File: src/rtl/pipe_hold_ctrl.sv
`default_nettype none
// ============================================================================
// Module   : pipe_hold_ctrl
// Purpose  : Central hold/flush controller for an in-order pipeline. Turns
//            hazard, branch, trap and multi-cycle stall indications into one
//            3-bit hold code seen by every pipeline register.
//            hold_flag: 000 run, 001 flush all, 010 hold front (PC, IF/ID),
//                       011 flush front, 100 hold all.
// Ports    : clk            rising-edge clock
//            rst            synchronous reset, active low
//            ld_use_hazard  ID needs a load result not yet available
//            branch_taken   EX resolved a taken branch/jump
//            trap_req       exception/interrupt accepted
//            mem_req/ack    MEM data-bus request / completion
//            div_start/done multi-cycle divide issue / result valid
//            hold_flag      broadcast hold/flush code (combinational)
//            flush_pend     branch flush latched during a stall, awaiting replay
//            stall_timeout  one-cycle watchdog pulse
// Options  : `define PIPE_HOLD_CTRL_WDOG_EN adds an 8-bit stall watchdog that
//            aborts a stall after TIMEOUT_CYC cycles; without it stall_timeout
//            is constant 0 and stalls are unbounded.
// Revision : 1.0 - initial release
// ============================================================================
module pipe_hold_ctrl #(
    parameter int TIMEOUT_CYC = 255
) (
    input  logic       clk,
    input  logic       rst,
    input  logic       ld_use_hazard,
    input  logic       branch_taken,
    input  logic       trap_req,
    input  logic       mem_req,
    input  logic       mem_ack,
    input  logic       div_start,
    input  logic       div_done,
    output logic [2:0] hold_flag,
    output logic       flush_pend,
    output logic       stall_timeout
);

    typedef enum logic [1:0] {
        ST_RUN      = 2'd0,
        ST_WAIT_MEM = 2'd1,
        ST_WAIT_DIV = 2'd2,
        ST_REPLAY   = 2'd3
    } state_t;

    localparam logic [2:0] C_HF_RUN        = 3'b000;
    localparam logic [2:0] C_HF_FLUSH_ALL  = 3'b001;
    localparam logic [2:0] C_HF_HOLD_FRONT = 3'b010;
    localparam logic [2:0] C_HF_FLUSH_FRT  = 3'b011;
    localparam logic [2:0] C_HF_HOLD_ALL   = 3'b100;

    // The watchdog counter is 8 bits wide, so the limit must fit in it.
    if (TIMEOUT_CYC < 1 || TIMEOUT_CYC > 255) begin : g_bad_timeout
        $error("pipe_hold_ctrl: TIMEOUT_CYC must be in 1..255");
    end

    state_t     state_q, state_d;
    logic       flush_q, flush_d;
    logic [2:0] w_hold;
    logic       w_in_wait;
    logic       w_wdog_fire;
    logic       w_stall_done;
    logic       w_pend_any;

    assign w_in_wait = (state_q == ST_WAIT_MEM) || (state_q == ST_WAIT_DIV);

`ifdef PIPE_HOLD_CTRL_WDOG_EN
    localparam logic [7:0] C_TIMEOUT = 8'(TIMEOUT_CYC);

    logic [7:0] cnt_q, cnt_d;

    assign w_wdog_fire   = w_in_wait && (cnt_q == C_TIMEOUT);
    // Gated by rst so no stray pulse appears while reset is being applied.
    assign stall_timeout = rst && w_wdog_fire;

    // Counts cycles spent in a wait state; any exit (to RUN or REPLAY)
    // restarts it from zero for the next stall.
    always_comb begin
        cnt_d = 8'd0;
        if (w_in_wait && ((state_d == ST_WAIT_MEM) || (state_d == ST_WAIT_DIV))) begin
            cnt_d = (cnt_q == 8'hFF) ? cnt_q : cnt_q + 8'd1;
        end
    end

    always_ff @(posedge clk) begin
        if (!rst) begin
            cnt_q <= 8'd0;
        end else begin
            cnt_q <= cnt_d;
        end
    end
`else
    assign w_wdog_fire   = 1'b0;
    assign stall_timeout = 1'b0;
`endif

    // A branch resolved in the very cycle a stall ends still needs its replay.
    assign w_pend_any = flush_q || branch_taken;

    assign w_stall_done = ((state_q == ST_WAIT_MEM) && mem_ack) ||
                          ((state_q == ST_WAIT_DIV) && div_done);

    always_comb begin
        w_hold  = C_HF_RUN;
        state_d = state_q;
        flush_d = flush_q;
        if (!rst) begin
            w_hold = C_HF_FLUSH_ALL;
        end else if (trap_req || w_wdog_fire) begin
            w_hold  = C_HF_FLUSH_ALL;
            state_d = ST_RUN;
            flush_d = 1'b0;
        end else begin
            case (state_q)
                ST_RUN: begin
                    if (mem_req && !mem_ack) begin
                        w_hold  = C_HF_HOLD_ALL;
                        state_d = ST_WAIT_MEM;
                    end else if (div_start) begin
                        w_hold  = C_HF_HOLD_ALL;
                        state_d = ST_WAIT_DIV;
                    end else if (ld_use_hazard) begin
                        w_hold = C_HF_HOLD_FRONT;
                    end else if (branch_taken) begin
                        w_hold = C_HF_FLUSH_FRT;
                    end
                end
                ST_WAIT_MEM, ST_WAIT_DIV: begin
                    if (w_stall_done) begin
                        w_hold  = C_HF_RUN;
                        state_d = w_pend_any ? ST_REPLAY : ST_RUN;
                        flush_d = w_pend_any;
                    end else begin
                        w_hold  = C_HF_HOLD_ALL;
                        flush_d = w_pend_any;
                    end
                end
                default: begin
                    // ST_REPLAY: flush the wrong-path front end once.
                    w_hold  = C_HF_FLUSH_FRT;
                    state_d = ST_RUN;
                    flush_d = 1'b0;
                end
            endcase
        end
    end

    always_ff @(posedge clk) begin
        if (!rst) begin
            state_q <= ST_RUN;
            flush_q <= 1'b0;
        end else begin
            state_q <= state_d;
            flush_q <= flush_d;
        end
    end

    assign hold_flag  = w_hold;
    assign flush_pend = flush_q;

endmodule
`default_nettype wire
File: config.mk
export PLATFORM = sky130hd
export DESIGN_NAME = pipe_hold_ctrl
export DESIGN_NICKNAME = d
export VERILOG_FILES = /design/src/rtl/pipe_hold_ctrl.sv
export SDC_FILE = /design/constraint.sdc
export NUM_CORES = 1
export LEC_CHECK = 0
export CAP_MARGIN = 10
export CORE_AREA = 2 2 39 41
export DETAILED_ROUTE_END_ITERATION = 10
export DIE_AREA = 0 0 41 43
export HOLD_SLACK_MARGIN = 0.06
export PLACE_DENSITY_LB_ADDON = 0.2
export SYNTH_ARGS = -nofsm -noshare
export SYNTH_HDL_FRONTEND = slang
export SYNTH_SLANG_ARGS = --single-unit
File: constraint.sdc
create_clock -name clk -period 3.7 [get_ports clk]
set_clock_uncertainty 0.15 [all_clocks]
set_input_delay 0.37 -clock clk [delete_from_list [all_inputs] [get_ports clk]]
set_output_delay 0.37 -clock clk [all_outputs]
set_load 0.05 [all_outputs]
# ---- Word level (Yosys, flattened, before mapping)
# Cells that the tools add are included.
# Widths: inputs -> output; s select.
dict set report word_totals {
  regBits 3
  output_inout_bits 5
}
dict set report classes {
  eq_ne 4
  n_mux 14
  n_bitwise 1
  n_reduce_logical 10
}
# cell n
set op_table {}
lappend op_table {{$mux 3} 5}
lappend op_table {{$mux 2} 6}
lappend op_table {{$pmux 3 s2} 1}
lappend op_table {{$pmux 2 s2} 1}
lappend op_table {{$reduce_or 2->1} 2}
lappend op_table {{$logic_and 1x1->1} 3}
lappend op_table {{$ne 3x3->1 const B} 1}
lappend op_table {{$eq 2x1->1 const B} 1}
lappend op_table {{$eq 2x2->1 const B} 1}
lappend op_table {{$logic_not 2->1} 1}
lappend op_table {{$logic_or 1x1->1} 2}
lappend op_table {{$ne 2x2->1 const B} 1}
lappend op_table {{$pmux 1 s2} 1}
lappend op_table {{$reduce_and 2->1} 1}
lappend op_table {{$logic_not 1->1} 1}
lappend op_table {{$not 1->1} 1}

# ---- Depth between registers and ports, before layout
# Gate-level depths: netlist of the first run.
dict set report depth {
  word_depth 7
  mapped_depth 6
}

# ---- Worst setup path after synthesis of the first run
# OpenSTA, ideal clock, no wires.
dict set report synth_timing {
  path_kind {reg2out}
  startpoint {register state_q[0]}
  endpoint {output port hold_flag[2]}
  arrival_ps 1955
  t_required_ps 3180
  slack_ps 1225
  path_stages_with_launch 6
  path_cell_list {dfxtp_1 -> inv_1 -> ha_1 -> a22oi_2 -> nand2_1 -> a21boi_0}
}
dict set report synth_between {
  elab_chain_len 7
  elab_cells_between_ends 11
}
# element line
set synth_lines {}
lappend synth_lines {{start, declared} 59} ;# state_t state_q, state_d;
lappend synth_lines {{start signal, assigned} 155} ;# state_q <= state_d;
lappend synth_lines {{$eq 2x1->1 or $eq 2x2->1 (tied branches)} {102, 116, 103}}
lappend synth_lines {{$logic_and 1x1->1, on equally long branches} {102, 103}}
lappend synth_lines {{$logic_or 1x1->1} 102} ;# assign w_stall_done = ((state_q == ST_WAIT_MEM) && mem_ack) ||
lappend synth_lines {{$mux 3} 131} ;# if (w_stall_done) begin
lappend synth_lines {{$pmux 3 s2 (*)} 116} ;# case (state_q)
lappend synth_lines {{$mux 3 (*)} 111} ;# end else if (trap_req || w_wdog_fire) begin
lappend synth_lines {{$mux 3 (*)} 109} ;# if (!rst) begin
lappend synth_lines {{end, declared} 36} ;# output logic [2:0] hold_flag,
# Every way passes the cells marked *; elsewhere a longest branch is shown, timed or not.

# ---- Final worst setup path of the first run
dict set report layout_timing {
  startpoint {input port mem_ack}
  endpoint {output port hold_flag[1]}
}
dict set report layout_between {
  elab_chain_len 6
}
# element line
set layout_lines {}
lappend layout_lines {{start, declared} 33} ;# input logic mem_ack,
lappend layout_lines {{$logic_not 1->1} 118} ;# if (mem_req && !mem_ack) begin
lappend layout_lines {{$logic_and 1x1->1} 118}
lappend layout_lines {{$mux 3} 118}
lappend layout_lines {{$pmux 3 s2} 116}
lappend layout_lines {{$mux 3} 111}
lappend layout_lines {{$mux 3} 109}
# Every way passes these cells.

==> flow_metrics.env, run 1 <==
export IMPL_post_cts_buffers=0
export IMPL_reg2reg_depth=5
export IMPL_htreeDepth=1
export IMPL_multiInputGateArea_sq_um=226
export IMPL_drtPass1Iterations=4
export IMPL_synth_warnings=0
export IMPL_cts_num_sinks=3
export IMPL_maxCapViolations=0
export IMPL_row_count=14
export IMPL_fillers=150
export IMPL_ys_top_cells_by_count="o21ai_0, ha_1, inv_1, nor2_1"
export IMPL_crit_path_end_kind="output pin"
export IMPL_critPathSlowestCell="clkdlybuf4s50_1"
export IMPL_synth_xor_area_frac=0
export IMPL_worstPathCellList="clkdlybuf4s50_1 > nand2b_4 > nand3_1 > o22a_1 > nor2_1 > clkdlybuf4s50_1"
export IMPL_syn_num_nets=52
export IMPL_ant_nets=0
export IMPL_layout_drive_gt1_share=0.130
export IMPL_period_needed_ns=2.73
export IMPL_grt_max_degree=7
export IMPL_root_buffer="clkbuf_4"
export IMPL_setup_tns_ns=0
export IMPL_synth_fa_ha_area_frac=0.162
export IMPL_grt_pass1_wl_um=1050
export IMPL_fp_dieH_um=43
export IMPL_synth_compound_area_share=0.316
export IMPL_gr_total_overflow=0
export IMPL_syn_area_per_cell_sq_um=7.92
export IMPL_cp_buffers_inverters=2
export IMPL_dpl_hpwl_um=528
export IMPL_start_util=0.223
export IMPL_yosys_area_top_type="dfxtp_1"
export IMPL_clk_pin_slew_ns=0.04
export IMPL_path_common_cell="clkdlybuf4s50_1"
export IMPL_startpoint="mem_ack"
export IMPL_tightest_slew_ns=0.495
export IMPL_start_kind="input port"
export IMPL_status="complete, no violations"
export IMPL_hold_worst_slack_ns=0.341
export IMPL_insertion_delay_ns=0.23
export IMPL_ys_ff_latch=3
export IMPL_grt_pass1_vias=278
export IMPL_cp_max_fo=3
export IMPL_syn_area_sq_um=309
export IMPL_synth_top_cells_by_area="dfxtp_1, ha_1, o21ai_0"
export IMPL_core_sq_um=1380
export IMPL_holdBufCountCts=0
export IMPL_yosysMostFrequentCell="o21ai_0"
export IMPL_max_freq_mhz=367
export IMPL_vias=286
export IMPL_port_buffer_count=12
export IMPL_synth_mux_area_frac=0
export IMPL_synth_simple_area_share=0.243
export IMPL_dieArea_sq_um=1760
export IMPL_post_place_ws_ns=0.961
export IMPL_synth_cells=39
export IMPL_power_per_cell_area_nw_per_um2=317
export IMPL_cts_buffers_inserted=3
export IMPL_p_leak_nw=0.189
export IMPL_drc=0
export IMPL_io_pins=14
export IMPL_post_drt_via_cell_ratio=4.09
export IMPL_worst_r2r_endpoint="state_q[0]$_SDFFE_PP0P_"
export IMPL_antenna_cells=0
export IMPL_nets=68
export IMPL_cts_resized=0
export IMPL_place_congestion=0.704
export IMPL_yosysUniqueCellTypes=20
export IMPL_slowest_delay_ns=0.80
export IMPL_rsz0062_at_grt="no"
export IMPL_seq_area_sq_um=60.1
export IMPL_yosysSeqAreaShare=0.194
export IMPL_synth_top_family_by_area="compound AO/OA/AOI/OAI gates"
export IMPL_setup_violations=0
export IMPL_cp_endpoint="hold_flag[1]"
export IMPL_crit_type="in2out"
export IMPL_cp_data_required_time_ns=3.18
export IMPL_chipWidth_um=41
export IMPL_slew_limit_headroom=0.669
export IMPL_r2r_start="state_q[0]$_SDFFE_PP0P_"
export IMPL_cp_top_family="buffers and inverters"
export IMPL_synth_top_area_frac=0.194
export IMPL_finalMaxSlewViolations=0
export IMPL_drtIter0Drc=4
export IMPL_synth_edf_count=0
export IMPL_antenna_found_initial=0
export IMPL_fin_ws_ns=0.972
export IMPL_hold_violations=0
export IMPL_cts_buffer_depth=2
export IMPL_wl_per_cell_um=9.19
export IMPL_r2r_slack_ns=2.20
export IMPL_synth_top_flop_cell="dfxtp_1"
export IMPL_ir_worst_vdd_uv=125
export IMPL_crit_arrival_ns=2.21
export IMPL_cp_depth=6
export IMPL_ys_async_sr_fraction=0
export IMPL_finalCritPeriodShare=0.737
export IMPL_grt_util_all_layers=0.0893
export IMPL_cts_tree="built"
export IMPL_final_core_util=0.338
export IMPL_totalWireLength_um=643
export IMPL_min_path_type="reg2reg"
export IMPL_area_growth_synth_to_final_pct=51.4
==> routing by layer <==
layer / track usage / share of wire / routed length, um
met1: 0.122 / 0.49 / 316
met2: 0.109 / 0.44 / 283
met3: 0.0209 / 0.068 / 44
met4: 0.0800 / 0 / 0
met5: 0 / 0 / 0
==> cells by family (layout without fill, tap and decap cells) <==
logic type | count (synthesis) | after routing
AOI/OAI and AO/OA | 13 | 13
adders and majority gates | 4 | 4
buffers and inverters | 5 | 20
DFF | 3 | 3
other | 1 | 1
and+or+nand+nor | 13 | 13
==> power by group <==
| group | total (mW) | switching [mW] | internal, mW |
|---|---|---|---|
| registers | 0.0357 | 0.00129 | 0.0344 |
| logic | 0.0566 | 0.0318 | 0.0249 |
| clock network | 0.0560 | 0.0156 | 0.0403 |
==> how the worst min path moves through the flow <==
stage / from / end / slack (ns) / cells after the start
after floorplan: state_q[1]$_SDFFE_PP0P_ / state_q[1]$_SDFFE_PP0P_ / 0.36 / 2
after global placement: flush_pend$_SDFFE_PP0N_ / flush_pend$_SDFFE_PP0N_ / 0.34 / 2
after detailed placement: flush_pend$_SDFFE_PP0N_ / flush_pend$_SDFFE_PP0N_ / 0.34 / 2
after CTS: flush_pend$_SDFFE_PP0N_ / flush_pend$_SDFFE_PP0N_ / 0.35 / 2
after global routing: flush_pend$_SDFFE_PP0N_ / flush_pend$_SDFFE_PP0N_ / 0.38 / 2
final: flush_pend$_SDFFE_PP0N_ / flush_pend$_SDFFE_PP0N_ / 0.34 / 2
==> cell type report <==
class,count,share of cell area
well taps,16,0.0428
repair buffers,12,0.257
inverters,4,0.0321
flip-flops and latches,3,0.128
multi-input cells,31,0.484
clock buffers,4,0.0561
==> per-stage QoR <==
stage	total power, mW	instances	instance area, sq um
after floorplan	0.0740	39	309
after global placement	0.0935	66	442
after detailed placement	0.0931	66	442
after CTS	0.153	70	468
after global routing	0.160	70	468
final	0.148	70	468
==> worst register-to-register path: cells and delay by family, from the launching register on <==
| family | cells | cell delay [ns] |
|---|---|---|
| adders and majority gates | 1 | 0.37 |
| AOI/OAI and AO/OA | 2 | 0.35 |
| DFF | 1 | 0.35 |
| and+or+nand+nor | 1 | 0.11 |
| buffers and inverters | 1 | 0.09 |
==> placed cells by master, fill, tap and decap left out, drive strengths merged <==
cell,Yosys,routed
clkdlybuf4s50,0,12
o21ai,5,5
inv,4,4
nor2,4,4
ha,4,4
clkbuf,0,4
nand3,3,3
dfxtp,3,3
nand2b,3,3
o31ai,2,2
o22a,1,1
nor2b,1,1
o21bai,1,1
a22oi,1,1
nand2,1,1
and2b,1,1
a21boi,1,1
a32oi,1,1
a21oi,1,1
conb,1,1
==> sequential cells by signal, summed over array words and instances, names as in the netlist <==
name	cells
state_q	2
flush_pend	1
No activity file was read; power rests on OpenSTA's default activity.
==> inputs of run 2 (changes only) <==
==> constraint.sdc (replaced) <==
create_clock -name clk -period 2.42 [get_ports clk]
set_clock_uncertainty 0.15 [all_clocks]
set_input_delay 0.242 -clock clk [delete_from_list [all_inputs] [get_ports clk]]
set_output_delay 0.242 -clock clk [all_outputs]
set_load 0.05 [all_outputs]
==> run 2 against run 1 <==
Against the previous run:
- combinational power is 70% higher
- routed wire length rose by 5.8%
- worst setup slack got worse by 0.60 ns
- largest power group unchanged
==> flow_metrics.env, run 2 (synthesis results as in run 1) <==
export IMPL_totalWireLength_um=680
export IMPL_fp_dieH_um=43
export IMPL_status="complete, no violations"
export IMPL_grt_max_degree=7
export IMPL_largest_reg_flops=2
export IMPL_top_register="state_q"
export IMPL_cts_resized=0
export IMPL_wl_per_cell_um=9.71
export IMPL_power_per_cell_area_nw_per_um2=474
export IMPL_final_area_sq_um=498
export IMPL_antenna_found_initial=0
export IMPL_dieArea_sq_um=1760
export IMPL_finalCritPeriodShare=0.846
export IMPL_fin_ws_ns=0.373
export IMPL_final_common_cell="clkdlybuf4s50_1"
export IMPL_placed_area_sq_um=472
export IMPL_worstPathCellList="inv_1 > ha_1 > o21ai_0 > o21bai_1 > buf_12"
export IMPL_holdBufCountCts=0
export IMPL_dp_cells=66
export IMPL_post_drt_via_cell_ratio=4.31
export IMPL_io_pins=14
export IMPL_instances_no_fill=70
export IMPL_cp_data_required_time_ns=2.03
export IMPL_antenna_cells=0
export IMPL_vias=302
export IMPL_slowest_delay_ns=0.37
export IMPL_critPathSlowestCell="ha_1"
export IMPL_layout_common_cells="clkdlybuf4s50_1, o21ai_0, inv_1, nor2_1, ha_1"
export IMPL_grt_pass1_wl_um=1160
export IMPL_setup_tns_ns=0
export IMPL_layout_drive_gt1_share=0.185
export IMPL_drtPass1Iterations=4
export IMPL_core_sq_um=1380
export IMPL_start_kind="flip-flop"
export IMPL_cts_buffers_inserted=3
export IMPL_htreeDepth=1
export IMPL_port_buffer_count=12
export IMPL_cts_num_sinks=3
export IMPL_area_growth_synth_to_final_pct=61.1
export IMPL_maxCapViolations=0
export IMPL_setup_violations=0
export IMPL_place_congestion=0.672
export IMPL_post_cts_buffers=0
export IMPL_insertion_delay_ns=0.23
export IMPL_rsz0062_at_grt="no"
export IMPL_min_path_type="reg2reg"
export IMPL_ant_nets=0
export IMPL_finalMaxSlewViolations=0
export IMPL_nets=68
export IMPL_clk_pin_slew_ns=0.03
export IMPL_cts_tree="built"
export IMPL_post_place_ws_ns=0.457
export IMPL_crit_path_end_kind="output pin"
export IMPL_cp_max_fo=5
export IMPL_p_leak_nw=0.205
export IMPL_final_core_util=0.360
export IMPL_dpl_hpwl_um=571
export IMPL_row_count=14
export IMPL_drc=0
export IMPL_gr_total_overflow=0
export IMPL_max_freq_mhz=489
export IMPL_chipWidth_um=41
export IMPL_ir_worst_vdd_uv=182
export IMPL_start_util=0.223
export IMPL_hold_violations=0
export IMPL_period_needed_ns=2.05
export IMPL_crit_arrival_ns=1.66
export IMPL_grt_util_all_layers=0.101
export IMPL_crit_type="reg2out"
export IMPL_cts_buffer_depth=2
export IMPL_grt_pass1_vias=294
export IMPL_root_buffer="clkbuf_4"
export IMPL_drtIter0Drc=6
-- run 2: cell types whose count changed in the layout (fill, tap and decap cells not counted) --
| cell | delta |
|---|---|
| buf_12 | +3 |
| clkdlybuf4s50_1 | -3 |
-- run 2: worst max-delay path: cells and delay by family, from the launching register on --
kind,cells,cell delay (ns)
AOI/OAI and AO/OA,2,0.44
adders and majority gates,1,0.37
buffers and inverters,2,0.27
DFF,1,0.35
-- run 2: stage by stage --
stage / power [mW] / hold slack, ns
floorplan: 0.113 / 0.237
global placement: 0.153 / 0.336
detailed placement: 0.152 / 0.338
CTS: 0.243 / 0.346
global route: 0.252 / 0.386
finish: 0.236 / 0.342
-- run 2: path summary, 6_finish.rpt --
check,startpoint,to,slack [ns],cells past startpoint
worst max register to register,state_q[0]$_SDFFE_PP0P_,state_q[1]$_SDFFE_PP0P_,0.90,5
worst max-delay path,state_q[0]$_SDFFE_PP0P_,hold_flag[0],0.37,5
worst min-delay path,flush_pend$_SDFFE_PP0N_,flush_pend$_SDFFE_PP0N_,0.34,2
worst min register to register,flush_pend$_SDFFE_PP0N_,flush_pend$_SDFFE_PP0N_,0.34,2
-- run 2: cell type report --
type / instances / area, sq um
Fill cell: 153 / 886
Clock buffer: 4 / 26.3
Multi-Input combinational cell: 31 / 226
Inverter: 4 / 15.0
Sequential cell: 3 / 60.1
Tap cell: 16 / 20.0
Timing Repair Buffer: 12 / 150
-- run 2: where the power goes --
part / total, mW / switching [mW] / internal [mW]
Clock: 0.0851 / 0.0235 / 0.0616
Sequential: 0.0546 / 0.00204 / 0.0526
Combinational: 0.0963 / 0.0510 / 0.0453
Total: 0.236 / 0.0766 / 0.159
-- run 2: per-layer routing --
layer	up-vias	part of all wire	global-route usage	wire length, um
met4	0	0	0.100	0
met3	0	0.072	0.0314	49
li1	163	-	-	-
met2	10	0.46	0.119	312
met1	129	0.47	0.135	317
met5	-	0	0	0
